--- config.mk ---
export PLATFORM = sky130hd
export DESIGN_NAME = rv32i_wb_trace_buffer_flat
export DESIGN_NICKNAME = d
export VERILOG_FILES = /design/src/rtl/rv32i_wb_trace_buffer_if.sv /design/src/rtl/rv32i_wb_trace_buffer.sv /design/src/flat_wrapper.sv
export SDC_FILE = /design/constraint.sdc
export NUM_CORES = 1
export LEC_CHECK = 0
export CAP_MARGIN = 5
export CORE_ASPECT_RATIO = 1.75
export CORE_UTILIZATION = 60
export DETAILED_ROUTE_END_ITERATION = 16
export PLACE_DENSITY = 0.78
export SYNTH_ARGS = -nofsm -noshare
export SYNTH_HDL_FRONTEND = slang
export SYNTH_SLANG_ARGS = --single-unit
--- constraint.sdc ---
create_clock -name clk -period 12 [get_ports clk]
set_input_delay 3.6 -clock clk [delete_from_list [all_inputs] [get_ports clk]]
set_output_delay 3.6 -clock clk [all_outputs]
set_load 0.03 [all_outputs]
--- src/rtl/rv32i_wb_trace_buffer_if.sv ---
// Valid/ready stream carrying one retirement record (PC, writeback value, timestamp)
// from the trace buffer to a logger or debug link.
interface rv32i_wb_trace_buffer_if #(
   parameter int unsigned TS_W = 16
);
   logic            out_valid;
   logic            out_ready;
   logic [31:0]     out_pc;
   logic [31:0]     out_wb;
   logic [TS_W-1:0] out_ts;

   modport master (
      output out_valid,
      output out_pc,
      output out_wb,
      output out_ts,
      input  out_ready
   );

   modport slave (
      input  out_valid,
      input  out_pc,
      input  out_wb,
      input  out_ts,
      output out_ready
   );
endinterface

--- src/rtl/rv32i_wb_trace_buffer.sv ---
// Commit-trace capture for iiitb_rv32i: a change in NPC marks a retirement, which is
// timestamped and queued in a show-ahead FIFO drained over a valid/ready stream.
module rv32i_wb_trace_buffer #(
   parameter int unsigned DEPTH = 16,
   parameter int unsigned TS_W  = 16
) (
   input  logic                       clk,
   input  logic                       RN,
   input  logic [31:0]                NPC,
   input  logic [31:0]                WB_OUT,
   input  logic                       en,
   input  logic                       clr_ovf,
   rv32i_wb_trace_buffer_if.master    trace,
   output logic [$clog2(DEPTH):0]     level,
   output logic                       overflow,
   output logic [15:0]                drop_cnt
);

   localparam int unsigned PtrW = $clog2(DEPTH);
   localparam int unsigned LvlW = PtrW + 1;
   localparam logic [PtrW-1:0] PtrOne = PtrW'(1);
   localparam logic [LvlW-1:0] LvlFull = LvlW'(DEPTH);

   typedef enum logic [0:0] {
      StUnarmed,
      StArmed
   } cap_state_e;

   cap_state_e      state_q;
   logic [31:0]     prev_npc_q;
   logic [TS_W-1:0] ts_q;

   logic [31:0]     pc_mem [DEPTH];
   logic [31:0]     wb_mem [DEPTH];
   logic [TS_W-1:0] ts_mem [DEPTH];

   logic [PtrW-1:0] wr_ptr_q, wr_ptr_d;
   logic [PtrW-1:0] rd_ptr_q, rd_ptr_d;
   logic [LvlW-1:0] level_q, level_d;
   logic            overflow_q, overflow_d;
   logic [15:0]     drop_cnt_q, drop_cnt_d;

   logic ev, full, empty, pop, push, drop;

   // Capture FSM: the first edge after reset only primes prev_npc, so no event fires there.
   always_ff @(posedge clk) begin
      if (RN) begin
         state_q    <= StUnarmed;
         prev_npc_q <= '0;
      end else begin
         prev_npc_q <= NPC;
         case (state_q)
            StUnarmed: state_q <= StArmed;
            StArmed:   state_q <= StArmed;
            default:   state_q <= StUnarmed;
         endcase
      end
   end

   always_ff @(posedge clk) begin
      if (RN) begin
         ts_q <= '0;
      end else begin
         ts_q <= ts_q + TS_W'(1);
      end
   end

   always_comb begin
      ev    = (state_q == StArmed) && en && (NPC != prev_npc_q);
      full  = (level_q == LvlFull);
      empty = (level_q == '0);
      pop   = !empty && trace.out_ready;
      // A full FIFO still accepts a record when the head leaves in the same cycle.
      push  = ev && (!full || pop);
      drop  = ev && full && !pop;
   end

   always_comb begin
      wr_ptr_d = push ? wr_ptr_q + PtrOne : wr_ptr_q;
      rd_ptr_d = pop  ? rd_ptr_q + PtrOne : rd_ptr_q;
      level_d  = level_q + LvlW'(push) - LvlW'(pop);
   end

   // A drop in the same cycle as a clear leaves exactly that one drop recorded.
   always_comb begin
      overflow_d = overflow_q;
      drop_cnt_d = drop_cnt_q;
      if (drop) begin
         overflow_d = 1'b1;
         if (clr_ovf) begin
            drop_cnt_d = 16'd1;
         end else if (drop_cnt_q != 16'hFFFF) begin
            drop_cnt_d = drop_cnt_q + 16'd1;
         end
      end else if (clr_ovf) begin
         overflow_d = 1'b0;
         drop_cnt_d = '0;
      end
   end

   always_ff @(posedge clk) begin
      if (RN) begin
         wr_ptr_q   <= '0;
         rd_ptr_q   <= '0;
         level_q    <= '0;
         overflow_q <= 1'b0;
         drop_cnt_q <= '0;
      end else begin
         wr_ptr_q   <= wr_ptr_d;
         rd_ptr_q   <= rd_ptr_d;
         level_q    <= level_d;
         overflow_q <= overflow_d;
         drop_cnt_q <= drop_cnt_d;
      end
   end

   // Storage is not reset; empty-state outputs are masked instead.
   always_ff @(posedge clk) begin
      if (!RN && push) begin
         pc_mem[wr_ptr_q] <= NPC;
         wb_mem[wr_ptr_q] <= WB_OUT;
         ts_mem[wr_ptr_q] <= ts_q;
      end
   end

   always_comb begin
      trace.out_valid = !empty;
      trace.out_pc    = empty ? '0 : pc_mem[rd_ptr_q];
      trace.out_wb    = empty ? '0 : wb_mem[rd_ptr_q];
      trace.out_ts    = empty ? '0 : ts_mem[rd_ptr_q];
   end

   assign level    = level_q;
   assign overflow = overflow_q;
   assign drop_cnt = drop_cnt_q;

endmodule

--- src/flat_wrapper.sv ---
// flat-port wrapper written by rule: the top's interface ports become plain ports
module rv32i_wb_trace_buffer_flat 
#(
   parameter int unsigned DEPTH = 16,
   parameter int unsigned TS_W  = 16
)
  (clk, RN, NPC, WB_OUT, en, clr_ovf, level, overflow, drop_cnt, trace_out_valid, trace_out_pc, trace_out_wb, trace_out_ts, trace_out_ready);
  rv32i_wb_trace_buffer_if #(.TS_W(TS_W)) trace_i ();
  input  logic clk;
  input  logic RN;
  input  logic [31:0] NPC;
  input  logic [31:0] WB_OUT;
  input  logic en;
  input  logic clr_ovf;
  output logic [$clog2(DEPTH):0] level;
  output logic overflow;
  output logic [15:0] drop_cnt;
  output wire logic [$bits(trace_i.out_valid)-1:0] trace_out_valid;
  output wire logic [$bits(trace_i.out_pc)-1:0] trace_out_pc;
  output wire logic [$bits(trace_i.out_wb)-1:0] trace_out_wb;
  output wire logic [$bits(trace_i.out_ts)-1:0] trace_out_ts;
  input wire logic [$bits(trace_i.out_ready)-1:0] trace_out_ready;
  assign trace_out_valid = trace_i.out_valid;
  assign trace_out_pc = trace_i.out_pc;
  assign trace_out_wb = trace_i.out_wb;
  assign trace_out_ts = trace_i.out_ts;
  assign trace_i.out_ready = trace_out_ready;
  rv32i_wb_trace_buffer #(.DEPTH(DEPTH), .TS_W(TS_W)) u_core (.clk(clk), .RN(RN), .NPC(NPC), .WB_OUT(WB_OUT), .en(en), .clr_ovf(clr_ovf), .trace(trace_i), .level(level), .overflow(overflow), .drop_cnt(drop_cnt));
endmodule
# Yosys cells after proc, flatten, opt, wreduce, memory -nomap -nowiden
# Memory sizes are Yosys's and may differ from the RTL's. A register that Yosys moved wholly into a read port is not among the register bits.
# Cells that the tools add are included.
# op_classes
reduce_logical	16
eq_ne	3
muxes	18
n_addsub	6
# ops
operator	n
16-bit 2-to-1 mux	5
32-bit 2-to-1 mux	2
16-bit by 1-bit adder with 16-bit output, second input constant	2
32-bit != test	1
4-bit 2-to-1 mux	6
16-bit != test, second input constant	1
4-bit by 1-bit adder with 4-bit output, second input constant	2
1-bit logical AND	7
5-bit by 1-bit adder with 5-bit output	1
5-bit equality test, second input constant	1
5-bit logical NOT	1
1-bit 2-to-1 mux	5
5-bit by 1-bit subtractor with 5-bit output	1
1-bit logical NOT	4
2-bit nonzero test	2
2-bit AND reduction	1
1-bit logical OR	1
# totals
elab_cells	54
mem_bits_rw	1280
in_bits	69
reg_bits	79
output_inout_bits	103
mem_count	3
# mem_list
name	words	width	read_ports	rd_ports_with_merged_regs	write_ports	line_no	text
u_core.pc_mem	16	32	1	1	1	rv32i_wb_trace_buffer.sv:33	logic [31:0] pc_mem [DEPTH];
u_core.wb_mem	16	32	1	1	1	rv32i_wb_trace_buffer.sv:34	logic [31:0] wb_mem [DEPTH];
u_core.ts_mem	16	16	1	1	1	rv32i_wb_trace_buffer.sv:35	logic [TS_W-1:0] ts_mem [DEPTH];

# Longest topological paths before layout
# Gate-level depths: netlist of the first run.
# depth
ltp_word	8
depth_mapped	15
mapped_depth_nobuf	13

# Least setup slack after synthesis of the first run
# No wires, ideal clock.
# synth_path
path_type	input to register
from	in NPC[27]
to	mem u_core.pc_mem[14][0], enable pin
arrival_ps	6635
t_required_ps	11552
slack_ps	4918
stages	7
path_buffers	1
setup_time_ps	448
cell_sequence	xor2_1 nor4_1 nand4_1 nor2_1 nor3_1 clkbuf_1 and3_1
# synth_between
elab_chain_cells	6
# synth_rtl
item	line_no	text
start, declared	flat_wrapper.sv:11	input logic [31:0] NPC;
32-bit != test	rv32i_wb_trace_buffer.sv:69	ev = (state_q == StArmed) && en && (NPC != prev_npc_q);
1-bit logical AND	rv32i_wb_trace_buffer.sv:69	
1-bit logical AND	rv32i_wb_trace_buffer.sv:74	push = ev && (!full || pop);
1-bit logical AND	rv32i_wb_trace_buffer.sv:119	if (!RN && push) begin
1-bit 2-to-1 mux	rv32i_wb_trace_buffer.sv:119	
1-bit 2-to-1 mux (implied by the code)	rv32i_wb_trace_buffer.sv:120	pc_mem[wr_ptr_q] <= NPC;
end, declared	rv32i_wb_trace_buffer.sv:33	
# No other way between the ends.

==> qor.yml, run 1 <==
grt_overflow_total: 0
r2r.worst_path.cells: 9
syn_area_um2: 52100
fin_cells: 3715
dp_hpwl_mm: 57.8
yosys.area_share.xor_xnor_pct: 0.841
critPathLaunchType: "flip-flop"
firstDrtPassIters: 6
ios: 172
worst_pin_slew_ns: 1.23
place_congestion: 0.806
cp-end-kind: "output port"
synth-seq-cells: 1363
dp.cells: 3510
fp.dieH_um: 392
status: "complete, no violations"
rsz0062_at_grt: "false"
maxCapViolCount: 0
drive_above_1_share_pct: 25.0
fillers: 4969
r2r_slack_ns: 7.92
dp_slack_ns: 3.80
ys.flop_type: "edfxtp_1"
h-tree-depth: 3
critPathArrivalTime_ns: 4.77
drv_slew: 0
yosys_warnings: 0
clock.fmax_mhz: 119
wl_met1_mm: 41.7
reg2reg_to: "u_core.ts_mem[5][14]"
synth_common_cells: "edfxtp_1, mux4_2, and2_1"
cts-buffers-inserted: 111
criticalPathCategory: "reg2out"
hold_start: "u_core.overflow"
critPathRequiredTime_ns: 8.40
synth.area.top_cells: "edfxtp_1, mux4_2, dfxtp_1"
cts_buffer_depth: 3
post_cts_resized: 0
antenna_found_initial: 3
hold_class: "reg2reg"
slew_headroom_pct: 17.8
antenna_left: 0
wl_met3_mm: 8.52
avgViaCountPerCell: 6.58
grt_max_degree: 110
crit_family: "buffers and inverters"
path_common_cell: "mux4_2"
area_delta_synth_final_pct: 13.3
avgRoutedWirePerCell_um: 31.8
synth_mux_area_share_pct: 17.4
min_path_cells: 2
port_buffers: 171
die_w_um: 225
grt_use_total_pct: 27.5
avgSynthCellArea_um2: 23.0
post_cts_buffers: 0
synth-simple-area-share_pct: 2.95
initial_core_util_pct: 60.7
seqCellArea_um2: 40100
fin_crit_sh_pct: 69.8
holdBufCountCts: 0
vias: 24400
ys_types: 46
synth_top_family_by_area: "multiplexers"
path_cells: "buf_4 > mux4_2 > mux4_2 > and2_1 > clkdlybuf4s50_1"
slowest_stage: "dfxtp_4"
synth_cells: 2265
synth.top_cell.area_share_pct: 73.8
synth-adder-area-share_pct: 0.351
worst_slack_ns: 3.63
cts_tree: "done"
ir_worst_vdd_uv: 339
clk_latency_ns: 0.72
topRoutingLayerUsed: "met5"
cts_root_buf: "clkbuf_16"
num_rows: 142
skew_ns: 0.0340
finalHoldViolations: 0
first_global_vias: 26200
yosysTopAreaCell: "edfxtp_1"
multi_input_area_um2: 11600
slowest_delay_ns: 1.10
path_max_fanout: 79
period_minus_slack_ns: 8.37
drc_errors: 0
nets: 2554
setup_violations: 0
r2r_start: "u_core.prev_npc_q[22]"
synth_compound_area_share_pct: 0.466
ys_seq_area_share_pct: 77.0
async_flop_share_pct: 0
core_um2: 85800
die_area_um2: 88100
synth-edff-count: 1280
wl_mm: 118
syn_nets: 2348
wl_met2_mm: 64.3
p_leak_nw: 18.1
clkSinkCount: 1363
postLayoutCoreUtil_pct: 68.8
grt_first_pass_wirelength_mm: 172
p_per_area_nw_per_um2: 198
holdPathEnd: "u_core.overflow"
path_buf_inv: 2
yosysMostFrequentCell: "edfxtp_1"
clk_pin_slew_ns: 0.07
drtIter0Drc: 2768
tns_ns: 0
diodes: 0
-- worst max-delay path by stage --
stage | start | endpoint | depth (start not counted)
after global routing | flip-flop | trace_out_wb[27] | 5
final | flip-flop | trace_out_ts[2] | 5
after floorplan | NPC[27] | u_core.pc_mem[14][0] | 7
after global placement | NPC[22] | u_core.wb_mem[4][1] | 10
after detailed placement | NPC[7] | u_core.wb_mem[5][14] | 10
after CTS | flip-flop | trace_out_wb[27] | 5
-- layer usage --
layer  vias to the layer above  global-route usage, %
li1                       9892                      -
met1                     12900                   34.0
met2                      1376                   49.5
met3                       245                   4.16
met4                         2                   9.12
met5                         -                      0
-- power breakdown --
group	total (W)	switching, W	internal, W
Clock	0.00380	0.00169	0.00211
Combinational	0.00254	0.00129	0.00125
Sequential	0.00532	0.0000963	0.00522
-- sequential cells by signal, indices dropped and copies added, names as in the netlist, named ones only --
name,count
u_core.pc_mem,512
u_core.wb_mem,512
u_core.ts_mem,256
u_core.prev_npc_q,32
u_core.drop_cnt,16
u_core.ts_q,16
u_core.level,5
u_core.rd_ptr_q,4
u_core.wr_ptr_q,4
u_core.overflow,1
u_core.state_q,1
-- per-stage QoR --
| stage | cell area (µm²) | hold slack [ns] | total power (W) |
|---|---|---|---|
| floorplan | 52100 | 0.477 | 0.00713 |
| global placement | 55200 | 0.464 | 0.00793 |
| detailed placement | 55200 | 0.466 | 0.00796 |
| CTS | 59000 | 0.480 | 0.0117 |
| global route | 59000 | 0.535 | 0.0120 |
| finish | 59000 | 0.483 | 0.0117 |
-- area by class of cell --
type	instances	area share, %
clock buffer	137	5.26
clock inverter	68	1.24
inverter	14	0.0891
multi-input combinational	775	19.6
sequential	1363	68.0
tap	1152	2.44
timing repair buffer	206	3.40
-- kinds of logic (layout without fill, tap and decap cells) --
logic type | Yosys count | in the layout
and+or+nand+nor | 266 | 266
buffers and inverters | 127 | 425
AOI/OAI and AO/OA | 38 | 38
DFF | 1363 | 1363
adders and majority gates | 14 | 14
muxes | 407 | 407
xor gates and xnor gates | 50 | 50
-- worst min-delay path, stage by stage (launching register included) --
cell and delay [ns]:
dfxtp_1 0.32, nand2b_1 0.07, a21oi_1 0.06
-- layout by cell type, fill, tap and decap left out, types with 3 or more instances in the layout --
cell type,netlist,layout
edfxtp_1,1280,1280
mux4_2,400,400
clkdlybuf4s50_1,0,170
clkbuf_16,0,119
and2_1,86,82
dfxtp_1,83,79
xor2_1,42,42
nor2_1,39,39
nor2b_1,35,35
buf_4,0,32
clkinv_2,0,22
nand3_1,17,17
clkinv_1,0,17
inv_1,14,14
nand2_1,14,14
a21oi_1,14,14
nand4_1,13,13
ha_1,13,13
and3_4,0,12
clkbuf_1,75,12
bufinv_16,0,12
or3_1,10,10
nor4_1,8,8
nor3_1,8,8
o21ai_0,8,8
xnor2_1,8,8
and3_1,19,7
clkbuf_8,0,6
and2_4,1,5
o31ai_1,5,5
mux2i_1,5,5
clkinvlp_4,0,5
or4_1,4,4
dfxtp_4,0,4
clkinv_4,0,4
and4_1,3,3
buf_12,0,3
(Power assumes the default switching activity.)
==> run 2: changes to the inputs <==
==> constraint.sdc (replaced) <==
create_clock -name clk -period 7.85 [get_ports clk]
set_input_delay 2.355 -clock clk [delete_from_list [all_inputs] [get_ports clk]]
set_output_delay 2.355 -clock clk [all_outputs]
set_load 0.03 [all_outputs]
==> run 2 against run 1 <==
  * Hold slack improved by 0.00062 ns
  * Setup slack got worse by 2.3 ns
  * Total power rose by 53%
  * Sequential power rose by 52%
  * Utilization rose by 0.21 points
  * Clock skew fell by 0.010 ns
  * Register-to-register slack got worse by 4.2 ns
  * Final cell count rose by 0.40%
  * Highest routed layer unchanged
==> qor.yml, run 2 (synthesized netlist as in run 1, its figures left out) <==
status: "complete, no violations"
postLayoutCoreUtil_pct: 69.0  # +0.21 points
whs_ns: 0.483  # +0.000622 ns
place_congestion: 0.819  # +1.5%
worst_slack_ns: 1.33  # -2.30 ns
fp.dieH_um: 392  # unchanged
avgViaCountPerCell: 6.62  # +0.58%
core_um2: 85800  # unchanged
post_cts_buffers: 0  # unchanged
drc_errors: 0  # unchanged
critPathLaunchType: "flip-flop"
min_path_cells: 2  # unchanged
finalHoldViolations: 0  # unchanged
vias: 24700  # +0.98%
clkSinkCount: 1363  # unchanged
dp_hpwl_mm: 58.6  # +1.4%
holdPathEnd: "u_core.overflow"
drtIter0Drc: 2948  # +6.5%
critPathArrivalTime_ns: 4.17  # -0.60 ns
path_max_fanout: 63  # -20%
tns_ns: 0  # unchanged
h-tree-depth: 3  # unchanged
cts-buffers-inserted: 111  # unchanged
p_leak_nw: 18.1  # +0.34%
grt_max_degree: 83  # -25%
drive_above_1_share_pct: 25.5  # +0.42 points
die_w_um: 225  # unchanged
mostFrequentLayoutCells: "edfxtp_1, mux4_2, clkdlybuf4s50_1, clkbuf_16, and2_1"
clock.fmax_mhz: 153
grt_first_pass_wirelength_mm: 173  # +0.76%
grt_use_total_pct: 27.7  # +0.26 points
wl_mm: 119  # +0.64%
port_buffers: 171  # unchanged
drv_slew: 0  # unchanged
clk_pin_slew_ns: 0.07  # about the same
ir_worst_vdd_uv: 361  # +6.6%
maxCapViolCount: 0  # unchanged
setup_violations: 0  # unchanged
post_cts_resized: 0  # unchanged
antenna_left: 0  # unchanged
layout_commonest_cell: "edfxtp_1"
num_rows: 142  # unchanged
dp_slack_ns: 1.04  # -2.76 ns
area_delta_synth_final_pct: 13.6
fillers: 4921  # -0.97%
period_minus_slack_ns: 6.52
criticalPathCategory: "reg2out"
holdBufCountCts: 0  # unchanged
critPathRequiredTime_ns: 5.50  # -2.90 ns
worst_pin_slew_ns: 1.17  # -0.0665 ns
r2r_slack_ns: 3.73  # -4.19 ns
die_area_um2: 88100  # unchanged
cp-end-kind: "output port"
reg2reg_to: "u_core.level[4]"
initial_core_util_pct: 60.7  # unchanged
cts_tree: "done"
slew_headroom_pct: 22.2  # +4.4 points
grt_overflow_total: 0  # unchanged
first_global_vias: 26300  # +0.10%
top_regs: "u_core.pc_mem (512), u_core.wb_mem (512), u_core.ts_mem (256)"
antenna_found_initial: 4  # +1
ios: 172  # unchanged
avgRoutedWirePerCell_um: 31.8  # +0.23%
r2r_start: "u_core.level[2]"
clk_latency_ns: 0.71  # about the same
hold_class: "reg2reg"
p_per_area_nw_per_um2: 300  # +52%
nets: 2562  # +0.31%
cts_buffer_depth: 3  # unchanged
skew_ns: 0.0236  # -0.0105 ns
hold_start: "u_core.overflow"
fin_crit_sh_pct: 83.1
cts_root_buf: "clkbuf_16"
firstDrtPassIters: 5  # -1
rsz0062_at_grt: "false"
r2r.worst_path.cells: 14  # +5
-- run 2: cell count changes in the layout (fill, tap and decap cells not counted), moves of 2 or more --
cell        change
buf_12         +12
clkinv_1       -10
clkbuf_1        +9
clkbuf_8        +6
buf_4           -4
clkinvlp_4      +4
inv_4           +4
bufinv_16       -2
clkinv_4        -2
diode_2         +2
-- run 2: per-layer routing --
| metal | track usage (%) | part of all wire, % | vias to the layer above |
|---|---|---|---|
| li1 | - | - | 9914 |
| met1 | 35.9 | 36 | 13100 |
| met2 | 47.2 | 53 | 1380 |
| met3 | 4.70 | 7.2 | 274 |
| met4 | 10.9 | 3.7 | 6 |
| met5 | 0 | 0.031 | - |
-- run 2: final cells by class --
cell class                 instances  area (µm²)  share of cell area [%]
clock inverter                    58         586                   0.989
multi-input combinational        775       11600                    19.5
timing repair buffer             214        2220                    3.75
tap                             1152        1440                    2.44
clock buffer                     152        3220                    5.44
inverter                          14        52.6                  0.0888
sequential                      1363       40100                    67.8
antenna                            2        5.00                 0.00846
-- run 2: worst max path at each step --
stage	to	slack [ns]	depth (start not counted)
2_1_floorplan	u_core.pc_mem[14][0]	2.01	7
3_3_place_gp	u_core.level[4]	1.07	14
3_5_place_dp	u_core.level[4]	1.04	14
4_1_cts	trace_out_wb[27]	1.24	5
5_1_grt	trace_out_wb[27]	1.14	5
6_report	trace_out_wb[27]	1.33	5
-- run 2: worst max-delay path, stage by stage, from the launching register on --
cell	delay [ns]
dfxtp_4	0.87
buf_12	0.47
mux4_2	0.63
mux4_2	0.48
and2_1	0.18
clkdlybuf4s50_1	0.66
-- run 2: stage by stage --
step / total power [W] / instance area (µm²) / cells
6_report: 0.0178 / 59200 / 3730
5_1_grt: 0.0183 / 59200 / 3729
4_1_cts: 0.0179 / 59200 / 3728
3_5_place_dp: 0.0122 / 55400 / 3518
3_3_place_gp: 0.0121 / 55400 / 3518
2_1_floorplan: 0.0109 / 52100 / 2265
-- run 2: power by group --
| group | leakage, nW | switching [W] | internal (W) |
|---|---|---|---|
| clock network | 1.86 | 0.00254 | 0.00322 |
| registers | 12.3 | 0.000120 | 0.00798 |
| logic | 4.00 | 0.00200 | 0.00192 |
| total | 18.1 | 0.00466 | 0.0131 |
